**config.mk**
```make
export PLATFORM = sky130hd
export DESIGN_NAME = simd_lane_unpack
export DESIGN_NICKNAME = d
export VERILOG_FILES = /design/src/rtl/simd_lane_unpack.sv
export SDC_FILE = /design/constraint.sdc
export NUM_CORES = 1
export LEC_CHECK = 0
export CORE_ASPECT_RATIO = 1.75
export CORE_MARGIN = 4
export CORE_UTILIZATION = 25
export DETAILED_ROUTE_END_ITERATION = 8
export GPL_ROUTABILITY_DRIVEN = 0
export PLACE_DENSITY = 0.45
export SLEW_MARGIN = 0
export SYNTH_ARGS = -nofsm -noshare
export SYNTH_HDL_FRONTEND = slang
export SYNTH_SLANG_ARGS = --single-unit
```
**constraint.sdc**
```tcl
create_clock -name ap_clk -period 6 [get_ports ap_clk]
set_input_delay 0.6 -clock ap_clk [delete_from_list [all_inputs] [get_ports ap_clk]]
set_output_delay 0.6 -clock ap_clk [all_outputs]
set_load 0.005 [all_outputs]
```
**src/rtl/simd_lane_unpack.sv**
```systemverilog
// Return-path unpacker: buffers packed 48-bit SIMD results and emits one lane per cycle
// with lane index, last-lane marker and per-lane carry-out.
module simd_lane_unpack #(
  parameter int DEPTH    = 2,
  parameter bit SIGN_EXT = 1'b0
) (
  input  logic        ap_clk,
  input  logic        ap_rst_n,
  input  logic        in_valid,
  output logic        in_ready,
  input  logic [47:0] in_data,
  input  logic        in_mode,
  input  logic [3:0]  in_carry,
  output logic        out_valid,
  input  logic        out_ready,
  output logic [23:0] out_data,
  output logic [1:0]  out_lane,
  output logic        out_last,
  output logic        out_ovf,
  output logic        busy
);

  localparam int AW = (DEPTH > 1) ? $clog2(DEPTH) : 1;
  localparam int CW = $clog2(DEPTH) + 1;
  localparam logic [CW-1:0] DEPTH_C = CW'(DEPTH);

  typedef enum logic {S_IDLE, S_EMIT} state_t;

  logic [52:0]   mem_q [DEPTH];
  logic [AW-1:0] wr_ptr_q, rd_ptr_q;
  logic [CW-1:0] count_q, count_d;
  logic          in_ready_q;
  logic          push, pop, fifo_nempty;

  state_t        state_q, state_d;
  logic [1:0]    lane_q, lane_d;
  logic [47:0]   word_data_q;
  logic          word_mode_q;
  logic [3:0]    word_carry_q;
  logic          is_last, emit;
  logic [11:0]   seg12;
  logic [23:0]   lane_val;
  logic          lane_ovf;

  assign push        = in_valid & in_ready_q;
  assign fifo_nempty = (count_q != '0);

  always_comb begin
    count_d = count_q;
    case ({push, pop})
      2'b10:   count_d = count_q + 1'b1;
      2'b01:   count_d = count_q - 1'b1;
      default: count_d = count_q;
    endcase
  end

  always_ff @(posedge ap_clk) begin
    if (push) mem_q[wr_ptr_q] <= {in_data, in_mode, in_carry};
  end

  // in_ready is a registered view of the post-edge occupancy
  always_ff @(posedge ap_clk or negedge ap_rst_n) begin
    if (!ap_rst_n) begin
      wr_ptr_q   <= '0;
      rd_ptr_q   <= '0;
      count_q    <= '0;
      in_ready_q <= 1'b0;
    end else begin
      if (push) wr_ptr_q <= wr_ptr_q + 1'b1;
      if (pop)  rd_ptr_q <= rd_ptr_q + 1'b1;
      count_q    <= count_d;
      in_ready_q <= (count_d < DEPTH_C);
    end
  end

  assign is_last = (lane_q == (word_mode_q ? 2'd1 : 2'd3));
  assign emit    = (state_q == S_EMIT);

  always_comb begin
    state_d = state_q;
    lane_d  = lane_q;
    pop     = 1'b0;
    case (state_q)
      S_IDLE: begin
        if (fifo_nempty) begin
          pop     = 1'b1;
          lane_d  = 2'd0;
          state_d = S_EMIT;
        end
      end
      S_EMIT: begin
        if (out_ready) begin
          if (is_last) begin
            lane_d = 2'd0;
            if (fifo_nempty) pop = 1'b1;
            else             state_d = S_IDLE;
          end else begin
            lane_d = lane_q + 2'd1;
          end
        end
      end
      default: state_d = S_IDLE;
    endcase
  end

  always_ff @(posedge ap_clk or negedge ap_rst_n) begin
    if (!ap_rst_n) begin
      state_q      <= S_IDLE;
      lane_q       <= 2'd0;
      word_data_q  <= '0;
      word_mode_q  <= 1'b0;
      word_carry_q <= '0;
    end else begin
      state_q <= state_d;
      lane_q  <= lane_d;
      if (pop) {word_data_q, word_mode_q, word_carry_q} <= mem_q[rd_ptr_q];
    end
  end

  always_comb begin
    seg12    = 12'h000;
    lane_val = 24'h000000;
    lane_ovf = 1'b0;
    if (word_mode_q) begin
      lane_val = lane_q[0] ? word_data_q[47:24] : word_data_q[23:0];
      lane_ovf = lane_q[0] ? word_carry_q[3] : word_carry_q[1];
    end else begin
      case (lane_q)
        2'd0:    seg12 = word_data_q[11:0];
        2'd1:    seg12 = word_data_q[23:12];
        2'd2:    seg12 = word_data_q[35:24];
        default: seg12 = word_data_q[47:36];
      endcase
      lane_val = {{12{SIGN_EXT & seg12[11]}}, seg12};
      lane_ovf = word_carry_q[lane_q];
    end
  end

  assign in_ready  = in_ready_q;
  assign out_valid = emit;
  assign out_data  = emit ? lane_val : 24'h000000;
  assign out_lane  = emit ? lane_q : 2'd0;
  assign out_last  = emit & is_last;
  assign out_ovf   = emit & lane_ovf;
  assign busy      = fifo_nempty | emit;

endmodule

```
Word level (Yosys, flattened, before mapping)
Memories as Yosys holds them, arrays and structs flattened. A register that Yosys moved wholly into a read port is not among the register bits.
Index checks and enable logic that the tools add are counted.
{ "classes": {"reduce_logical": 4, "addsub": 5, "n_bitwise": 5, "muxes": 24, "eq_ne": 7, "order_cmp": 2} }
{ "ops": {"columns": ["operator", "count"], "rows": [
  ["$mux 24", 3],
  ["$pmux 12 s3", 1],
  ["$mux 1", 10],
  ["$mux 2", 5],
  ["$pmux 2 s2", 2],
  ["$add 2x1->2 const B", 2],
  ["$eq 2x1->1 const B", 2],
  ["$eq 2x2->1 const B", 2],
  ["$ne 2x2->1 const B", 2],
  ["$pmux 1 s2", 2],
  ["$and 1x1->1", 3],
  ["$lt 2x3->1 const B", 1],
  ["$add 1x1->1 const B", 2],
  ["$bmux 1 s2", 1],
  ["$eq 2x2->1", 1],
  ["$logic_not 2->1", 1],
  ["$lt 2x2->1 const B", 1],
  ["$reduce_and 2->1", 1],
  ["$reduce_bool 2->1", 1],
  ["$sub 2x1->2 const B", 1],
  ["$logic_not 1->1", 1],
  ["$not 1->1", 1],
  ["$or 1x1->1", 1]
]} }
{ "word_totals": {"word_cells": 54, "out_inout_bits": 31, "ramBits": 106, "reg_bits": 8, "mem_count": 1, "in_bits": 57} }
{ "memory_table": {"columns": ["name", "depth", "word_bits", "rd", "rd_ports_with_merged_regs", "wr", "line", "rtl"], "rows": [
  ["mem_q", 2, 53, 1, 1, 1, "29", "logic [52:0] mem_q [DEPTH];"]
]} }

Longest topological paths before layout
Gate-level depths: netlist (run 1).
{ "logic_depth": {"ltp_word": 8, "depth_mapped": 8, "ltp_nobuf": 6} }

Worst setup path before layout (run 1)
No wires, ideal clock.
{ "synth_timing": {"path_type": "input port to flip-flop", "start": "input port in_valid", "end": "memory mem_q[0][0], enable pin", "required_time_ps": 5536, "cell_stages": 2, "setup_time_ps": 464, "path_slack_ps": 2614, "arrival_ps": 2922, "path_buffers": 0, "path_cell_list": "nand2_1 nor2_1"} }
{ "synth_via": {"elab_chain_cells": 3} }
{ "synth_rtl": {"columns": ["item", "line", "rtl"], "rows": [
  ["start, declared", "9", "input logic in_valid,"],
  ["$and 1x1->1", "45", "assign push = in_valid & in_ready_q;"],
  ["$mux 1", "58", "if (push) mem_q[wr_ptr_q] <= {in_data, in_mode, in_carry};"],
  ["$mux 1 (implied by the code)", "58", null],
  ["end, declared", "29", null]
]} }
Every way passes these cells.

Worst setup path in the final report (run 1)
{ "layout_timing": {"start": "register lane_q[0]", "end": "output port out_data[1]"} }
{ "layout_via": {"elab_chain_cells": 4, "elab_cells_between_ends": 7, "cone_classes": "eq/ne (2); mux (4); reduce/logical (1)"} }
{ "layout_rtl": {"columns": ["item", "line", "rtl"], "rows": [
  ["start, declared", "36", "logic [1:0] lane_q, lane_d;"],
  ["start signal, assigned", "115", "lane_q <= lane_d;"],
  ["$eq 2x2->1 (tied with other cells)", "128", "case (lane_q)"],
  ["$pmux 12 s3", "128", null],
  ["$mux 24 *", "124", "if (word_mode_q) begin"],
  ["$mux 24 *", "141", "assign out_data = emit ? lane_val : 24'h000000;"],
  ["end, declared", "16", "output logic [23:0] out_data,"]
]} }
Mark *: on every way between the ends. The rest lies on a longest branch, timed or not.

==> flow_summary.json, run 1 <==
{
  "yosys_warnings": 0,
  "number_of_enable_type_register_cells_in_the_synthesized_netlist": 106,
  "critical_path.max_fanout": 17,
  "firstDrtPassIters": 4,
  "relSlewSlack": 0.466,
  "finalSetupViolCount": 0,
  "syn-cell-area_sq_um": 7020,
  "cts_sinks": 167,
  "timing.clock.skew_ns": 0.00660,
  "layout-drive-gt1-share": 0.278,
  "antenna_found_initial": 0,
  "timing_worst_slew_pin_value_ns": 0.801,
  "crit_slowest_cell": "dfrtp_1",
  "fp.dieArea_sq_um": 30900,
  "synthMostInstantiatedCell": "edfxtp_1",
  "first_global_vias": 4276,
  "cts_tree": "built",
  "endpoint_kind": "output port",
  "critical_path_class": "reg2out",
  "area_delta_synth_final_pct": 26.0,
  "post_synth_num_cell_types": 32,
  "ys_seq_area_frac": 0.671,
  "route.antenna.remaining_nets": 0,
  "grt_util_all_layers": 0.113,
  "dpl.cell_count": 863,
  "worst-endpoint-required_ns": 5.40,
  "numPortBuffers": 87,
  "async_flop_share": 0.365,
  "dp_hpwl_mm": 11.9,
  "rows": 80,
  "maximum_number_of_pins_on_one_net_before_global_route_repair": 62,
  "antenna_cells_inserted": 0,
  "finalHoldViolations": 0,
  "critical_path.top_delay_family": "flip-flops",
  "dr_total_vias": 3820,
  "final_period_minus_worst_setup_slack_ns": 3.73,
  "design.final.nets": 575,
  "postSynthNetCount": 489,
  "ys_top_cells_by_area": "edfxtp_1 45%, dfrtp_1 22%, mux2_2 16%",
  "first_iter_violations": 186,
  "synth_largest_type_area_fraction": 0.454,
  "coreArea_sq_um": 27500,
  "maxCapViolations": 0,
  "leak_pwr_nw": 3.12,
  "dieHeight_um": 230,
  "totalWireLength_mm": 16.8,
  "synth-seq-cells": 167,
  "route.detailed.vias_per_inst": 4.27,
  "post_cts.repair.setup_buffers": 0,
  "stdcell_count": 895,
  "clkSlewWorstSetupHoldPaths_ns": 0.06,
  "synth_flop_cell": "edfxtp_1",
  "worstPathArrival_ns": 3.13,
  "clock_tree.buffer_depth": 2,
  "largest_area_contributor_in_the_synthesized_netlist": "edfxtp_1",
  "min-delay-path-class": "in2async",
  "report.power.total_w": 0.00466,
  "fmax_mhz": 268,
  "post_detailed_route_drc_marker_count": 0,
  "rsz0062_at_grt": "no",
  "ctsResizeCount": 0,
  "cts-buffers-inserted": 17,
  "crit_path_cell_trace": "ha_1 -> nand2b_1 -> o21ai_0 -> a221oi_1 -> clkdlybuf4s50_1",
  "io_pins": 88,
  "irDropWorstVdd_uv": 211,
  "max_slew_violation_total_from_the_final_report": 0,
  "grt-ovfl-total": 0,
  "wire_length_of_the_first_global_routing_pass_mm": 25.8,
  "run_status": "complete, no violations",
  "syn_inst": 427,
  "initial_utilization": 0.255,
  "cts_max_level": 4,
  "worstSetupStartpointType": "flop",
  "critical-path-max-stage-delay_ns": 0.62,
  "clock-root-buffer": "clkbuf_16",
  "synth_area_per_cell_sq_um": 16.4,
  "multi_input_area_sq_um": 2160,
  "path_buf_inv": 1,
  "post-route-period-util": 0.622,
  "area.sequential_sq_um": 4710,
  "postCtsHoldBufs": 0,
  "wire_per_inst_um": 18.8,
  "synth.cells.most_frequent": "106 x edfxtp_1, 101 x mux2_2, 61 x dfrtp_1, 28 x mux2i_1",
  "powerDensity_nw_per_um2": 527,
  "fillers": 2710,
  "die_width_um": 135,
  "fin_setup_tns_ns": 0,
  "clk_latency_ns": 0.43
}
worst reg2reg max path: cells and delay by family, from the launching register on:
family / cells / cell delay (ns)
buffers and inverters: 1 / 0.52
DFF: 1 / 0.76
AOI/OAI and AO/OA: 2 / 0.66
muxes: 1 / 0.42
cell usage in the layout (no fill, tap or decap), drive strengths merged, types with 2 or more instances in the layout:
master         synthesis  final
xor2                   3      3
nand2                  3      3
inv                    3      7
a22oi                 12     12
nand2b                 2      2
xnor2                  4      4
o21ai                 14     14
clkdlybuf4s50          0     86
nor2                  15     15
a21oi                  3      3
o211a                  2      2
clkinvlp               0      4
mux2                 104    104
a221oi                12     12
and2                   2      2
dfrtp                 61     61
ha                     5      5
a211oi                12     12
mux2i                 28     28
clkinv                 0      3
buf                   12      8
clkbuf                15     20
and3                   2      2
edfxtp               106    106
report_power, final:
group / internal, W / total (W) / switching, W
clock network: 0.000602 / 0.00106 / 0.000457
logic: 0.000943 / 0.00172 / 0.000780
registers: 0.00159 / 0.00188 / 0.000287
state kept, by name (all words and copies together) (netlist names), named ones only:
signal and flops:
wr_ptr_q 1, word_data_q 48, word_carry_q 4, count_q 1
out_valid 1, mem_q 106, word_mode_q 1, in_ready 1
rd_ptr_q 1, lane_q 2
path summary, 6_finish.rpt:
kind                                 start               to  slack (ns)  cells after the start
max                              lane_q[0]      out_data[1]        2.27                      5
min                               ap_rst_n         in_ready        0.33                      2
max reg2reg                      lane_q[0]  word_data_q[16]        3.52                      4
min reg2reg                word_carry_q[3]  word_carry_q[3]        0.51                      1
max in group asynchronous         ap_rst_n         rd_ptr_q        5.09                      2
min in group ap_clk        word_carry_q[3]  word_carry_q[3]        0.51                      1
stage by stage:
step / area [sq um] / hold slack [ns] / utilization / worst slack [ns]
final: 8840 / 0.331 / 0.321 / 2.27
after floorplan: 7020 / 0.304 / - / 2.61
after global placement: 8260 / 0.496 / 0.300 / 2.82
after detailed placement: 8260 / 0.498 / 0.300 / 2.72
after global routing: 8840 / 0.410 / 0.321 / 2.11
after CTS: 8840 / 0.364 / 0.321 / 2.23
layer usage:
layer,up-vias,GRT usage,share of wire
li1,1822,-,-
met2,81,0.199,0.53
met4,0,0.0455,0.019
met1,1899,0.129,0.41
met5,-,0,0
met3,18,0.0288,0.038
logic make-up (layout without fill, tap and decap cells):
logic type               Yosys count  after routing  share of synthesized area
AO/OA/AOI/OAI                     60             60                     0.0647
AND/OR/NAND/NOR                   26             26                     0.0166
adder cells (fa/ha/maj)            5              5                    0.00891
multiplexers                     132            132                      0.207
buffers and inverters             30            129                     0.0221
XOR/XNOR                           7              7                    0.00981
flip-flops                       167            167                      0.671
cell type report:
cell class | instances | share of cell area
Inverter | 3 | 0.00127
Tap cell | 369 | 0.0522
Clock buffer | 20 | 0.0518
Timing Repair Buffer | 94 | 0.104
Multi-Input combinational cell | 230 | 0.245
Sequential cell | 167 | 0.533
Clock inverter | 12 | 0.0136
Note: power is estimated with default switching activity, not from simulation.
==> run 2: changes to the inputs <==
- PLACE_DENSITY: 0.45 -> 0.47
- clock period: 6 -> 3.3 ns (I/O delays scaled with it)
==> run 2 against run 1 <==
  * Flip-flop and latch count unchanged
  * Non-clock buffer count up 8
  * Critical path depth is the same
  * Clock-buffer cell count decreased by 3
  * Sequential share of layout area shrank 0.40 points
==> flow_summary.json, run 2 (synthesis gave the netlist of run 1 again) <==
{
  "run_status": "complete, no violations",
  "seq_power_share": 0.400,
  "totalWireLength_mm": 16.8,
  "whs_ns": 0.0262,
  "cts-buffers-inserted": 17,
  "irDropWorstVdd_uv": 390,
  "maximum_number_of_pins_on_one_net_before_global_route_repair": 54,
  "final_cell_area_excluding_filler_cells_sq_um": 8910,
  "clock-root-buffer": "clkbuf_16",
  "worst-r2r-cell-count": 5,
  "critical_path.reg2reg.startpoint": "word_mode_q",
  "postCtsHoldBufs": 0,
  "cts_max_level": 4,
  "clock_tree.buffer_depth": 2,
  "ctsResizeCount": 0,
  "numPortBuffers": 87,
  "worstSetupStartpointType": "flop",
  "most-common-layout-cells": "106 x edfxtp_1, 101 x mux2_2, 86 x clkdlybuf4s50_1",
  "firstDrtPassIters": 4,
  "worst-endpoint-required_ns": 2.97,
  "dr_total_vias": 3907,
  "netSwitchingFraction": 0.327,
  "grt-ovfl-total": 0,
  "die_width_um": 135,
  "area_delta_synth_final_pct": 27.0,
  "endpoint_kind": "output port",
  "wire_length_of_the_first_global_routing_pass_mm": 25.8,
  "post_detailed_route_drc_marker_count": 0,
  "min-delay-path-class": "in2async",
  "route.detailed.vias_per_inst": 4.33,
  "leak_pwr_nw": 3.17,
  "cts_sinks": 167,
  "cts_tree": "built",
  "clock_power_share": 0.224,
  "post_cts.repair.setup_buffers": 0,
  "crit_path_cell_trace": "ha_1 -> nand2b_2 -> o21ai_0 -> a221oi_1 -> clkdlybuf4s50_1",
  "power.share.combinational": 0.376,
  "clkSlewWorstSetupHoldPaths_ns": 0.07,
  "post-route-period-util": 0.931,
  "initial_utilization": 0.255,
  "first_iter_violations": 144,
  "maxCapViolations": 0,
  "fmax_mhz": 326,
  "layout-drive-gt1-share": 0.296,
  "setup.reg_to_reg.worst_slack_ns": 1.02,
  "finalSetupViolCount": 0,
  "antenna_cells_inserted": 0,
  "final_period_minus_worst_setup_slack_ns": 3.07,
  "cell_internal_power_dissipation_w": 0.00571,
  "design.final.nets": 583,
  "registers.top_by_ff_count": "mem_q",
  "worstPathArrival_ns": 2.74,
  "io_pins": 88,
  "rows": 80,
  "wire_per_inst_um": 18.6,
  "route.antenna.remaining_nets": 0,
  "final_common_cell": "edfxtp_1",
  "postPlaceCellArea_sq_um": 8340,
  "crit_slowest_cell": "clkdlybuf4s50_1",
  "dieHeight_um": 230,
  "wl_met3_um": 684,
  "stdcell_count": 903,
  "grt_util_all_layers": 0.113,
  "routed-wl-met2_mm": 8.95,
  "relSlewSlack": 0.384,
  "timing.clock.skew_ns": 0.00999,
  "timing_worst_slew_pin_value_ns": 0.924,
  "dp_hpwl_mm": 12.2,
  "dr.max_layer_used": "met4",
  "reg_top3": "mem_q: 106 flops, word_data_q: 48 flops, word_carry_q: 4 flops",
  "max_slew_violation_total_from_the_final_report": 0,
  "finalHoldViolations": 0,
  "clk_latency_ns": 0.43,
  "detail_route.wirelength.met1_mm": 6.73,
  "coreArea_sq_um": 27500,
  "dpl.cell_count": 871,
  "critical-path-max-stage-delay_ns": 0.60,
  "fin_setup_tns_ns": 0,
  "critical_path_class": "reg2out",
  "rsz0062_at_grt": "no",
  "first_global_vias": 4272,
  "antenna_found_initial": 0,
  "flip_flop_count_of_the_largest_register_all_copies_and_words_added": 106,
  "critical_path.max_fanout": 13,
  "rr_endpoint": "word_data_q[21]",
  "p_switching_w": 0.00278,
  "powerDensity_nw_per_um2": 953,
  "fp.dieArea_sq_um": 30900
}
-- run 2: cell count changes in the layout (fill, tap and decap cells not counted), moves of 2 or more --
cell and change:
clkinv_4 +5, clkbuf_1 -2, buf_4 +7, clkinvlp_4 -3
-- run 2: worst max path at each step --
stage | start | end
final | lane_q[1] | out_data[0]
after detailed placement | lane_q[1] | out_data[0]
after CTS | lane_q[1] | out_data[0]
after global placement | lane_q[1] | out_data[1]
after floorplan | in_ready | mem_q[0][0]
after global routing | lane_q[1] | out_data[4]
-- run 2: stage by stage --
stage	util	total power, W	setup WS (ns)
after floorplan	-	0.00528	0.147
after global placement	0.303	0.00666	0.571
after detailed placement	0.303	0.00671	0.504
after CTS	0.324	0.00866	0.0184
after global routing	0.324	0.00902	0.0458
final	0.324	0.00850	0.228
-- run 2: power groups by stage --
stage	clock, W	sequential [W]	combinational [W]
6_report	0.00190	0.00340	0.00320
5_1_grt	0.00204	0.00348	0.00350
4_1_cts	0.00197	0.00341	0.00329
3_5_place_dp	0	0.00345	0.00327
3_3_place_gp	0	0.00344	0.00322
2_1_floorplan	0	0.00319	0.00209
-- run 2: per-layer routing --
metal	up-vias	GRT usage
li1	1830	-
met1	1960	0.127
met2	96	0.197
met3	21	0.0312
met4	0	0.0490
met5	-	0
-- run 2: area by class of cell --
cell class	count	area, sq um
Multi-Input combinational cell	230	2160
Tap cell	369	462
Fill cell	2684	18600
Sequential cell	167	4710
Clock inverter	15	146
Clock buffer	17	425
Inverter	3	11.3
Timing Repair Buffer	102	991
-- run 2: worst max-delay path, delay by kind of cell, from the launching register on --
| kind | cells | cell delay, ns |
|---|---|---|
| fa+ha+maj | 1 | 0.43 |
| buf+inv | 1 | 0.60 |
| compound gates | 2 | 0.49 |
| flops | 1 | 0.50 |
| simple gates | 1 | 0.28 |
==> run 3: changes to the inputs <==
- ABC_CLOCK_PERIOD_IN_PS: unset -> 3300
- CORE_MARGIN: 4 -> 3
==> run 3 against run 2 <==
  * Global-route usage up 0.41 points
  * Critical path depth unchanged
  * Die area down 2.3%
  * Largest power group unchanged
  * Sequential power up 1%
  * Highest routed layer unchanged
  * Worst setup slack worse by 0.12 ns
  * Cell area down 0.24%
==> flow_summary.json, run 3 (synthesis gave the netlist of run 1 again) <==
{
  "run_status": "complete, no violations",
  "dieHeight_um": 228,
  "maximum_number_of_pins_on_one_net_before_global_route_repair": 38,
  "final_cell_area_excluding_filler_cells_sq_um": 8890,
  "rows": 80,
  "io_pins": 88,
  "relSlewSlack": 0.440,
  "routed-wl-met2_mm": 9.06,
  "layout-drive-gt1-share": 0.287,
  "post_detailed_route_drc_marker_count": 0,
  "antenna_cells_inserted": 0,
  "endpoint_kind": "output port",
  "min-delay-path-class": "in2async",
  "detail_route.wirelength.met1_mm": 6.72,
  "leak_pwr_nw": 3.15,
  "fmax_mhz": 313,
  "flip_flop_count_of_the_largest_register_all_copies_and_words_added": 106,
  "cts_sinks": 167,
  "coreArea_sq_um": 27400,
  "finalSetupViolCount": 0,
  "critical_path_class": "reg2out",
  "first_iter_violations": 211,
  "powerDensity_nw_per_um2": 954,
  "registers.top_by_ff_count": "mem_q",
  "totalWireLength_mm": 17.0,
  "stdcell_count": 902,
  "area_delta_synth_final_pct": 26.7,
  "critical_path.max_fanout": 12,
  "cts-buffers-inserted": 17,
  "fp.dieArea_sq_um": 30200,
  "max_slew_violation_total_from_the_final_report": 0,
  "wire_length_of_the_first_global_routing_pass_mm": 26.1,
  "route.detailed.vias_per_inst": 4.35,
  "postPlaceCellArea_sq_um": 8330,
  "wire_per_inst_um": 18.8,
  "fillers": 2694,
  "dr.max_layer_used": "met4",
  "route.antenna.remaining_nets": 0,
  "clock_tree.buffer_depth": 2,
  "die_width_um": 133,
  "cts_tree": "built",
  "post-route-period-util": 0.967,
  "design.final.nets": 582,
  "firstDrtPassIters": 6,
  "timing.clock.skew_ns": 0.00977,
  "worstPathArrival_ns": 2.86,
  "dp_hpwl_mm": 12.4,
  "first_global_vias": 4336,
  "dr_total_vias": 3924,
  "worst-endpoint-required_ns": 2.97,
  "utilization": 0.324,
  "initial_utilization": 0.256,
  "report.power.total_w": 0.00849,
  "grt_util_all_layers": 0.117,
  "grt-ovfl-total": 0,
  "irDropWorstVdd_uv": 431,
  "cts_max_level": 4,
  "finalHoldViolations": 0,
  "antenna_found_initial": 0,
  "reg_top3": "mem_q: 106 flops, word_data_q: 48 flops, word_carry_q: 4 flops",
  "fin_setup_tns_ns": 0,
  "worstSetupStartpointType": "flop",
  "clock-root-buffer": "clkbuf_16",
  "clkSlewWorstSetupHoldPaths_ns": 0.06,
  "timing_worst_slew_pin_value_ns": 0.839,
  "dpl.cell_count": 869,
  "final_period_minus_worst_setup_slack_ns": 3.19,
  "numPortBuffers": 87,
  "most-common-layout-cells": "106 x edfxtp_1, 101 x mux2_2, 86 x clkdlybuf4s50_1",
  "clk_latency_ns": 0.43,
  "rsz0062_at_grt": "no",
  "final_common_cell": "edfxtp_1",
  "maxCapViolations": 0,
  "wl_met3_um": 769
}
## run 3: cell types whose count changed in the layout (fill, tap and decap cells not counted), sizes merged
cell,before,now
bufinv,1,0
clkbuf,17,18
inv,7,10
clkinv,9,3
buf,16,14
dlygate4sd3,0,1
clkinvlp,1,4
## run 3: final timing paths
kind                                   end  slack, ns  depth (start not counted)       startpoint
setup / recovery               out_data[1]       0.11                          5        lane_q[1]
hold / removal                    in_ready       0.22                          2         ap_rst_n
setup reg to reg                      flop       1.04                          5      word_mode_q
hold reg to reg            word_carry_q[2]       0.52                          1  word_carry_q[2]
max in group asynchronous         rd_ptr_q       2.38                          3         ap_rst_n
min in group ap_clk            mem_q[0][3]       0.48                          1      in_carry[3]
## run 3: routing by layer
| metal | GRT usage | up-vias |
|---|---|---|
| li1 | - | 1830 |
| met1 | 0.134 | 1954 |
| met2 | 0.207 | 120 |
| met3 | 0.0284 | 20 |
| met4 | 0.0517 | 0 |
| met5 | 0 | - |
## run 3: report_power, final
| group | total [W] | switching, W | internal (W) |
|---|---|---|---|
| registers | 0.00344 | 0.000544 | 0.00289 |
| logic | 0.00322 | 0.00145 | 0.00177 |
| clock network | 0.00183 | 0.000848 | 0.000979 |
| total | 0.00849 | 0.00284 | 0.00564 |
## run 3: layout make-up
class | count | area (sq um) | area share
clock buffer | 18 | 429 | 0.0483
multi-input combinational | 230 | 2160 | 0.243
tap | 369 | 462 | 0.0519
inverter | 3 | 11.3 | 0.00127
sequential | 167 | 4710 | 0.530
clock inverter | 14 | 115 | 0.0129
timing repair buffer | 101 | 998 | 0.112
## run 3: what timing repair did
item	CTS	global route
endpoints found under the hold margin	58	0
hold buffers	1	0
buffers inserted	0	0
endpoints found under the setup margin	0	2
resized for setup	0	1
## run 3: through the flow
| step | setup slack (ns) | hold WS (ns) |
|---|---|---|
| 2_1_floorplan | 0.147 | 0.0344 |
| 3_3_place_gp | 0.714 | 0.121 |
| 3_5_place_dp | 0.558 | 0.121 |
| 4_1_cts | 0.0736 | 0.220 |
| 5_1_grt | 0.00270 | 0.213 |
| 6_report | 0.109 | 0.225 |
## run 3: critical path: stages (launching register included)
cell and delay, ns:
dfrtp_1 0.51, inv_1 0.16, ha_1 0.49, a22oi_1 0.13, a221oi_1 0.51, clkdlybuf4s50_1 0.61
